==> src/rtl/snn_pkg.sv <==
// snn_pkg: shared widths, neuron function codes and scheduler states
package snn_pkg;
  localparam int DW = 8;
  localparam logic FUNC_INTEGRATE = 1'b0;
  localparam logic FUNC_LEAK_FIRE = 1'b1;
  typedef enum logic [2:0] {IDLE, SCAN, ACC_RD, ACC_WB, LEAK_RD, LEAK_WB, DONE} state_e;
endpackage

==> src/rtl/snn_layer_sched.sv <==
// snn_layer_sched: time-multiplexes one neuron datapath over a layer for one timestep
module snn_layer_sched
  import snn_pkg::*;
#(
  parameter int NUM_INPUTS  = 64,
  parameter int NUM_OUTPUTS = 16,
  parameter int DW          = snn_pkg::DW,
  localparam int IW  = NUM_INPUTS > 1 ? $clog2(NUM_INPUTS) : 1,
  localparam int JW  = NUM_OUTPUTS > 1 ? $clog2(NUM_OUTPUTS) : 1,
  localparam int WAW = NUM_INPUTS * NUM_OUTPUTS > 1 ? $clog2(NUM_INPUTS * NUM_OUTPUTS) : 1
) (
  input  logic                   wb_clk_i,
  input  logic                   wb_rst_i,
  input  logic                   start,
  input  logic [NUM_INPUTS-1:0]  in_spikes,
  input  logic [DW-1:0]          beta,
  input  logic [DW-1:0]          v_th,
  output logic                   busy,
  output logic                   done,
  output logic [NUM_OUTPUTS-1:0] out_spikes,
  output logic [WAW-1:0]         w_addr,
  input  logic [DW-1:0]          w_rdata,
  output logic [JW-1:0]          vm_addr,
  input  logic [DW-1:0]          vm_rdata,
  output logic                   vm_we,
  output logic [DW-1:0]          vm_wdata,
  output logic [DW-1:0]          nrn_weight,
  output logic [DW-1:0]          nrn_v_mem_in,
  output logic [DW-1:0]          nrn_beta,
  output logic [DW-1:0]          nrn_v_th,
  output logic                   nrn_function_sel,
  input  logic                   nrn_spike,
  input  logic [DW-1:0]          nrn_v_mem_out
);
  state_e state_q, state_d;
  logic [IW-1:0] i_q, i_d;
  logic [JW-1:0] j_q, j_d;
  logic [NUM_INPUTS-1:0] spk_q, spk_d;
  logic [DW-1:0] beta_q, beta_d, vth_q, vth_d;
  logic [NUM_OUTPUTS-1:0] out_q, out_d;
  logic last_i, last_j;
  assign last_i = i_q == IW'(NUM_INPUTS - 1);
  assign last_j = j_q == JW'(NUM_OUTPUTS - 1);
  assign busy = state_q != IDLE;
  assign done = state_q == DONE;
  assign out_spikes = out_q;
  assign w_addr = WAW'(int'(i_q) * NUM_OUTPUTS + int'(j_q));
  assign vm_addr = j_q;
  assign vm_we = (state_q == ACC_WB || state_q == LEAK_WB) && !wb_rst_i;
  assign vm_wdata = nrn_v_mem_out;
  assign nrn_weight = state_q == ACC_WB ? w_rdata : '0;
  assign nrn_v_mem_in = vm_rdata;
  assign nrn_beta = beta_q;
  assign nrn_v_th = vth_q;
  assign nrn_function_sel = (state_q == LEAK_RD || state_q == LEAK_WB) ? FUNC_LEAK_FIRE : FUNC_INTEGRATE;
  // next-state: scan inputs, integrate weight rows of set spikes, then leak/fire every neuron
  always_comb begin
    state_d = state_q;
    i_d = i_q;
    j_d = j_q;
    spk_d = spk_q;
    beta_d = beta_q;
    vth_d = vth_q;
    out_d = out_q;
    case (state_q)
      IDLE: if (start) begin
        spk_d = in_spikes;
        beta_d = beta;
        vth_d = v_th;
        i_d = '0;
        state_d = SCAN;
      end
      SCAN: if (spk_q[i_q]) begin
        j_d = '0;
        state_d = ACC_RD;
      end else if (last_i) begin
        j_d = '0;
        state_d = LEAK_RD;
      end else i_d = i_q + 1'b1;
      ACC_RD: state_d = ACC_WB;
      ACC_WB: if (!last_j) begin
        j_d = j_q + 1'b1;
        state_d = ACC_RD;
      end else if (last_i) begin
        j_d = '0;
        state_d = LEAK_RD;
      end else begin
        i_d = i_q + 1'b1;
        state_d = SCAN;
      end
      LEAK_RD: state_d = LEAK_WB;
      LEAK_WB: begin
        out_d[j_q] = nrn_spike;
        j_d = last_j ? j_q : j_q + 1'b1;
        state_d = last_j ? DONE : LEAK_RD;
      end
      DONE: state_d = IDLE;
      default: state_d = IDLE;
    endcase
  end
  // state, counters and latched timestep operands
  always_ff @(posedge wb_clk_i) begin
    if (wb_rst_i) begin
      state_q <= IDLE;
      i_q <= '0;
      j_q <= '0;
      spk_q <= '0;
      beta_q <= '0;
      vth_q <= '0;
      out_q <= '0;
    end else begin
      state_q <= state_d;
      i_q <= i_d;
      j_q <= j_d;
      spk_q <= spk_d;
      beta_q <= beta_d;
      vth_q <= vth_d;
      out_q <= out_d;
    end
  end
endmodule

==> config.mk <==
export PLATFORM = sky130hd
export DESIGN_NAME = snn_layer_sched
export DESIGN_NICKNAME = d
export VERILOG_FILES = /design/src/rtl/snn_pkg.sv /design/src/rtl/snn_layer_sched.sv
export SDC_FILE = /design/constraint.sdc
export NUM_CORES = 1
export LEC_CHECK = 0
export ABC_CLOCK_PERIOD_IN_PS = 2400
export CAP_MARGIN = 5
export CELL_PAD_IN_SITES_DETAIL_PLACEMENT = 0
export CELL_PAD_IN_SITES_GLOBAL_PLACEMENT = 1
export CORE_UTILIZATION = 33
export CTS_BUF_LIST = sky130_fd_sc_hd__clkbuf_8
export DETAILED_ROUTE_END_ITERATION = 6
export GPL_ROUTABILITY_DRIVEN = 0
export PLACE_DENSITY_LB_ADDON = 0.1
export SYNTH_ARGS = -nofsm -noshare
export SYNTH_HDL_FRONTEND = slang
export SYNTH_SLANG_ARGS = --single-unit
==> constraint.sdc <==
create_clock -name wb_clk_i -period 2.4 [get_ports wb_clk_i]
set_input_delay 0.36 -clock wb_clk_i [delete_from_list [all_inputs] [get_ports wb_clk_i]]
set_output_delay 0.36 -clock wb_clk_i [all_outputs]
set_load 0.02 [all_outputs]
==> results.toml, run 1 <==
[cts]
holdBufCountCts = 0
path_clk_slew_ns = 0.12
cts_max_path_buffers = 2
cts-root-buf = "clkbuf_8"
clock-sinks = 109
cts_tree = "yes"
cts_buffers = 9
cts.htree.levels = 3
clock_latency_ns = 0.38

[detailed_routing]
ant_nets = 0
routed_wl_um = 14300
drt_first_iter_violations = 253
post_drt_wl_per_cell_um = 14.5
firstDrtPassIters = 4
vias_per_cell = 4.93
drc_errors = 0
vias = 4883

[logic_synthesis]
synth_nets = 774
synth_area_leaders = "dfxtp_1, nand2_1, a21oi_1"
avgSynthCellArea_sq_um = 7.83
syn_inst = 661
async_flop_share_pct = 0
netlist_area_sq_mm = 0.00517
ys_types = 51
yosysSeqAreaShare_pct = 42.2
synth_top_area_share_pct = 42.2
synth_edf_count = 0
synth_top_cell_by_area = "dfxtp_1"
synth-main-ff-cell = "dfxtp_1"
ys_ff_latch = 109
yosysWarnings = 0

[worst_setup_path]
critPathMaxStageDelay_ns = 0.61
endpoint_kind = "flip-flop"
r2r_cells = 6
start_kind = "flip-flop"
path_cells = "mux4_1 > o211ai_1 > o21ai_1 > o41ai_2 > nand2_1 > o22ai_1"
cpMaxStageDelayCell = "mux4_1"
critPathKind = "reg -> reg"
critPathMaxFanout = 4
r2r_start = "i_q[2]"
path_depth = 6
ff2ff_setup_slack_ns = 0.09
worst_ep_arrival_time_ns = 2.62
setup.worst_path.start = "i_q[2]"
cp.required_ns = 2.71
crit_buf_inv = 0
critPathTopFamily = "compound AO/OA/AOI/OAI gates"
r2r-end = "i_q[0]"

[final_layout]
drive_above_1_share_pct = 7.18
fin_area_sq_mm = 0.00698
nets = 888
seq_area_sq_mm = 0.00218
mostFrequentLayoutCell = "nand2_1"
areaGrowthSynthToFinish_pct = 34.9
multi_input_area_sq_mm = 0.00260
fillers = 1559
mostFrequentLayoutCells = "nand2_1, clkdlybuf4s50_1, dfxtp_1"
instances_no_fill = 991
antennaDiodeCount = 0

[sta]
slew_violations = 0
timing.final.ws_setup_ns = 0.0880
fin_crit_sh_pct = 96.3
timing.final.crit_period_ns = 2.31
clock_skew_ns = 0.0197
final.setup.tns_ns = 0
rsz0062_at_grt = "no"
slew_headroom_pct = 41.9
max_slew.worst_pin.slew_ns = 0.871
max_freq_ghz = 0.433
finalHoldViolations = 0
finalSetupViolations = 0

[run]
drv_cap = 0

[grt]
antenna_found_initial = 0
grt_overflow = 0
grt_max_degree = 82
grt_pass1_wl_um = 23300
grt_usage_pct = 18.0
grt_pass1_vias = 4632

[placement]
dp.cells = 975
placement.io_buffers = 149
dp_hpwl_um = 10000
place_area_sq_mm = 0.00677
dp_slack_ns = 0.155

[min_path]
whs_path_depth = 4
holdPathEnd = "vm_addr[1]"
hold_path.class = "in -> reg"
min-delay-start = "wb_rst_i"

[pwr]
clkPwrFrac_pct = 30.1
p_int_mw = 2.74
p_sw_mw = 1.07
power_density_mw_per_mm2 = 545
pwr-share-comb_pct = 18.2
seqPwrFrac_pct = 51.7
ir_drop_mv = 0.365
power_mw = 3.80
power_leakage_nw = 2.43
swShare_pct = 28.0

[floorplanning]
design.die.area_sq_mm = 0.0162
rows = 45
fp.dieW_um = 127
start_util_pct = 33.9
die_y_um = 127
core-area_sq_mm = 0.0153
io_pins = 182

[run_status]
outcome = "complete, no violations"
-- cell usage after synthesis, types with 4 or more instances --
library cell and count:
o311a_1 5, o21ai_0 14, nor3_1 9, o21ai_1 5, a21oi_1 98, clkbuf_1 41
and2_1 4, ha_1 5, nand2b_1 9, nor2b_1 7, a22oi_1 7, mux4_2 4
nand2_1 194, mux2i_1 27, nand3_1 14, and3_1 9, inv_1 6, nor2_1 28
buf_6 4, buf_4 21, dfxtp_1 109
-- layer usage --
layer,GRT usage (%),vias up,part of all wire (%)
li1,-,2446,-
met1,23.1,2303,46
met2,30.7,119,49
met3,4.19,15,3.9
met4,4.13,0,1.0
met5,0,-,0
-- metrics by stage --
stage               util [%]  hold WS (ns)
floorplan                  -         0.432
global placement        44.4         0.440
detailed placement      44.4         0.447
CTS                     45.7         0.327
global route            45.7         0.359
finish                  45.7         0.351
-- power groups by stage --
| stage | Combinational (mW) | Clock (mW) | Sequential, mW |
|---|---|---|---|
| final | 0.694 | 1.14 | 1.97 |
| after global routing | 0.767 | 1.27 | 1.98 |
| after CTS | 0.704 | 1.20 | 1.97 |
| after detailed placement | 0.702 | 0 | 2.01 |
| after global placement | 0.691 | 0 | 2.01 |
| after floorplan | 0.397 | 0 | 2.02 |
-- kinds of logic (layout without fill, tap and decap cells) --
kind of cell / Yosys count / after routing / share of synthesized area (%)
and+or+nand+nor: 286 / 286 / 23.6
AOI/OAI and AO/OA: 153 / 153 / 17.6
DFF: 109 / 109 / 42.2
buffers and inverters: 75 / 194 / 7.78
muxes: 33 / 33 / 7.69
adders and majority gates: 5 / 5 / 1.21
-- sequential cells by signal, indices dropped and copies added (netlist names) --
register	count
nrn_v_th	8
nrn_beta	8
vm_addr	4
i_q	6
spk_q	64
state_q	3
out_spikes	16
-- worst min-delay path: stages --
cell and delay [ns]:
buf_4 0.12, nor2_1 0.07, nand3_1 0.08, o31ai_1 0.06
-- area by class of cell --
class / instances / share of cell area [%]
repair buffers: 172 / 24.5
flip-flops and latches: 109 / 31.3
clock inverters: 7 / 1.08
well taps: 211 / 3.78
clock buffers: 9 / 1.77
inverters: 6 / 0.323
multi-input cells: 477 / 37.2
-- worst max-delay path by stage --
stage / slack [ns] / end
final: 0.09 / i_q[0]
after global routing: 0.006 / nrn_weight[1]
after CTS: 0.02 / nrn_weight[1]
after detailed placement: 0.16 / i_q[0]
after global placement: 0.23 / i_q[0]
after floorplan: 0.24 / vm_addr[2]
-- repair_timing --
item / in CTS / in global routing
hold endpoints to repair: 0 / 0
resized for setup: 2 / 2
setup endpoints to repair: 2 / 9
setup buffers: 0 / 0
(Power assumes the default switching activity.)
==> run 2: changes to the inputs <==
- ABC_AREA: not set -> 1
==> results.toml, run 2 <==
[floorplanning]
fp.dieW_um = 129
rows = 46
start_util_pct = 33.6
core-area_sq_mm = 0.0158
design.die.area_sq_mm = 0.0166
die_y_um = 129
io_pins = 182

[logic_synthesis]
synth_edf_count = 0
yosysWarnings = 0
async_flop_share_pct = 0
synth_area_leaders = "dfxtp_1, nand3_1, nand2_1"
synth_top_area_share_pct = 41.0
syn_inst = 767
yosysSeqAreaShare_pct = 41.0
ys_ff_latch = 109
netlist_area_sq_mm = 0.00533
synth_top_cell_by_area = "dfxtp_1"
avgSynthCellArea_sq_um = 6.94
synth_nets = 880
synth_commonest_cells = "nand2_1, nand3_1, dfxtp_1, a21oi_1, inv_1"
synth-main-ff-cell = "dfxtp_1"
yosysMostFrequentCell = "nand2_1"
ys_types = 31

[sta]
finalSetupViolations = 0
max_freq_ghz = 0.452
final.setup.tns_ns = 0
clock_skew_ns = 0.00707
finalHoldViolations = 0
fin_crit_sh_pct = 92.2
max_slew.worst_pin.slew_ns = 0.581
slew_violations = 0
timing.final.crit_period_ns = 2.21
slew_headroom_pct = 61.1
rsz0062_at_grt = "no"

[grt]
antenna_found_initial = 0
grt_overflow = 0
grt_pass1_wl_um = 25100
grt_max_degree = 107
grt_pass1_vias = 5040
grt_usage_pct = 19.0

[detailed_routing]
routed_wl_um = 15600
drt_first_iter_violations = 241
vias = 5265
drc_errors = 0
post_drt_wl_per_cell_um = 14.3
ant_nets = 0
vias_per_cell = 4.83
firstDrtPassIters = 5

[min_path]
holdPathEnd = "spk_q[46]"
hold_path.class = "in -> reg"
whs_path_depth = 3
min-delay-start = "start"

[run]
drv_cap = 0

[cts]
clock-sinks = 109
cts-root-buf = "clkbuf_8"
clock_latency_ns = 0.38
cts_tree = "yes"
cts_max_path_buffers = 2
path_clk_slew_ns = 0.10
cts_buffers = 9
post-cts-setup-buffer-count = 0
cts.htree.levels = 3

[pwr]
clkPwrFrac_pct = 18.7
p_int_mw = 3.73
pwr-share-comb_pct = 43.8
power_density_mw_per_mm2 = 908
power_leakage_nw = 2.66
ir_drop_mv = 0.456
seqPwrFrac_pct = 37.5
swShare_pct = 41.2
p_sw_mw = 2.62

[final_layout]
fin_area_sq_mm = 0.00700
fillers = 1660
areaGrowthSynthToFinish_pct = 31.5
top_register = "spk_q"
mostFrequentLayoutCells = "nand2_1, nand3_1, clkdlybuf4s50_1"
largest_reg_flops = 64
antennaDiodeCount = 0
nets = 981
mostFrequentLayoutCell = "nand2_1"
drive_above_1_share_pct = 5.50

[worst_setup_path]
r2r-end = "i_q[4]"
cp.required_ns = 2.04
critPathKind = "reg -> out"
ff2ff_setup_slack_ns = 0.41
worst_ep_arrival_time_ns = 1.85
critPathMaxFanout = 5
endpoint_kind = "output port"
start_kind = "flip-flop"
r2r_cells = 13
r2r_start = "i_q[1]"

[placement]
dp_hpwl_um = 10900
placement.io_buffers = 149
place_area_sq_mm = 0.00680

[run_status]
outcome = "complete, no violations"
## run 2: changes by cell type after synthesis, moves of 9 or more
cell      previous run  this run
a21oi_1             98       108
and3_1               9         0
nand3_1             14       162
nand2b_1             9         0
inv_1                6        40
mux2i_1             27         0
## run 2: how the worst max path moves through the flow
| stage | start | end | cells after the start |
|---|---|---|---|
| floorplan | vm_addr[1] | i_q[5] | 10 |
| global placement | state_q[0] | vm_we | 5 |
| detailed placement | state_q[0] | vm_we | 5 |
| CTS | state_q[1] | vm_we | 5 |
| global route | state_q[2] | vm_we | 5 |
| finish | state_q[2] | vm_we | 5 |
## run 2: layout make-up
| type | count | area [sq um] | share of cell area, % |
|---|---|---|---|
| clock buffer | 12 | 165 | 2.36 |
| clock inverter | 4 | 46.3 | 0.661 |
| timing repair buffer | 163 | 1600 | 22.9 |
| tap | 216 | 270 | 3.86 |
| multi-input combinational | 541 | 2560 | 36.6 |
| sequential | 109 | 2180 | 31.2 |
| inverter | 44 | 170 | 2.43 |
## run 2: routing by layer
layer	global-route usage [%]	up-vias	part of all wire, %
li1	-	2715	-
met1	24.3	2391	47
met2	31.3	146	45
met3	5.12	13	6.4
met4	5.95	0	1.4
met5	0	-	0
## run 2: logic make-up (layout without fill, tap and decap cells)
family,after synthesis,in the layout,share of synthesized area [%]
AO/OA/AOI/OAI,134,134,13.1
buffers and inverters,117,223,11.0
AND/OR/NAND/NOR,398,398,33.1
XOR/XNOR,4,4,0.658
flip-flops,109,109,41.0
adder cells (fa/ha/maj),5,5,1.17
## run 2: through the flow
stage	util, %	cells	setup slack [ns]	power, mW	hold WS [ns]
final	44.2	1089	0.187	6.35	0.415
after global routing	44.2	1089	0.0980	6.83	0.396
after CTS	44.2	1089	0.171	6.44	0.374
after detailed placement	43.0	1073	0.263	5.23	0.454
after global placement	43.0	1073	0.238	5.20	0.448
after floorplan	-	767	0.595	4.38	0.441
## run 2: timing repair
action | in CTS | in global routing
endpoints found under the setup margin | 9 | 0
gates resized for setup | 10 | 0
hold buffers | 0 | 0
## run 2: worst max-delay path, cell delays in order, from the launching register on
cell and delay (ns):
dfxtp_1 0.45, inv_1 0.14, nor2_2 0.23, nor2_1 0.13
nor2_1 0.17, dlygate4sd2_1 0.36
## run 2: power groups by stage
stage	Combinational (mW)	Clock (mW)	Sequential (mW)
6_report	2.78	1.19	2.38
2_1_floorplan	1.91	0	2.47
3_5_place_dp	2.80	0	2.42
3_3_place_gp	2.78	0	2.42
5_1_grt	3.09	1.31	2.43
4_1_cts	2.81	1.25	2.39
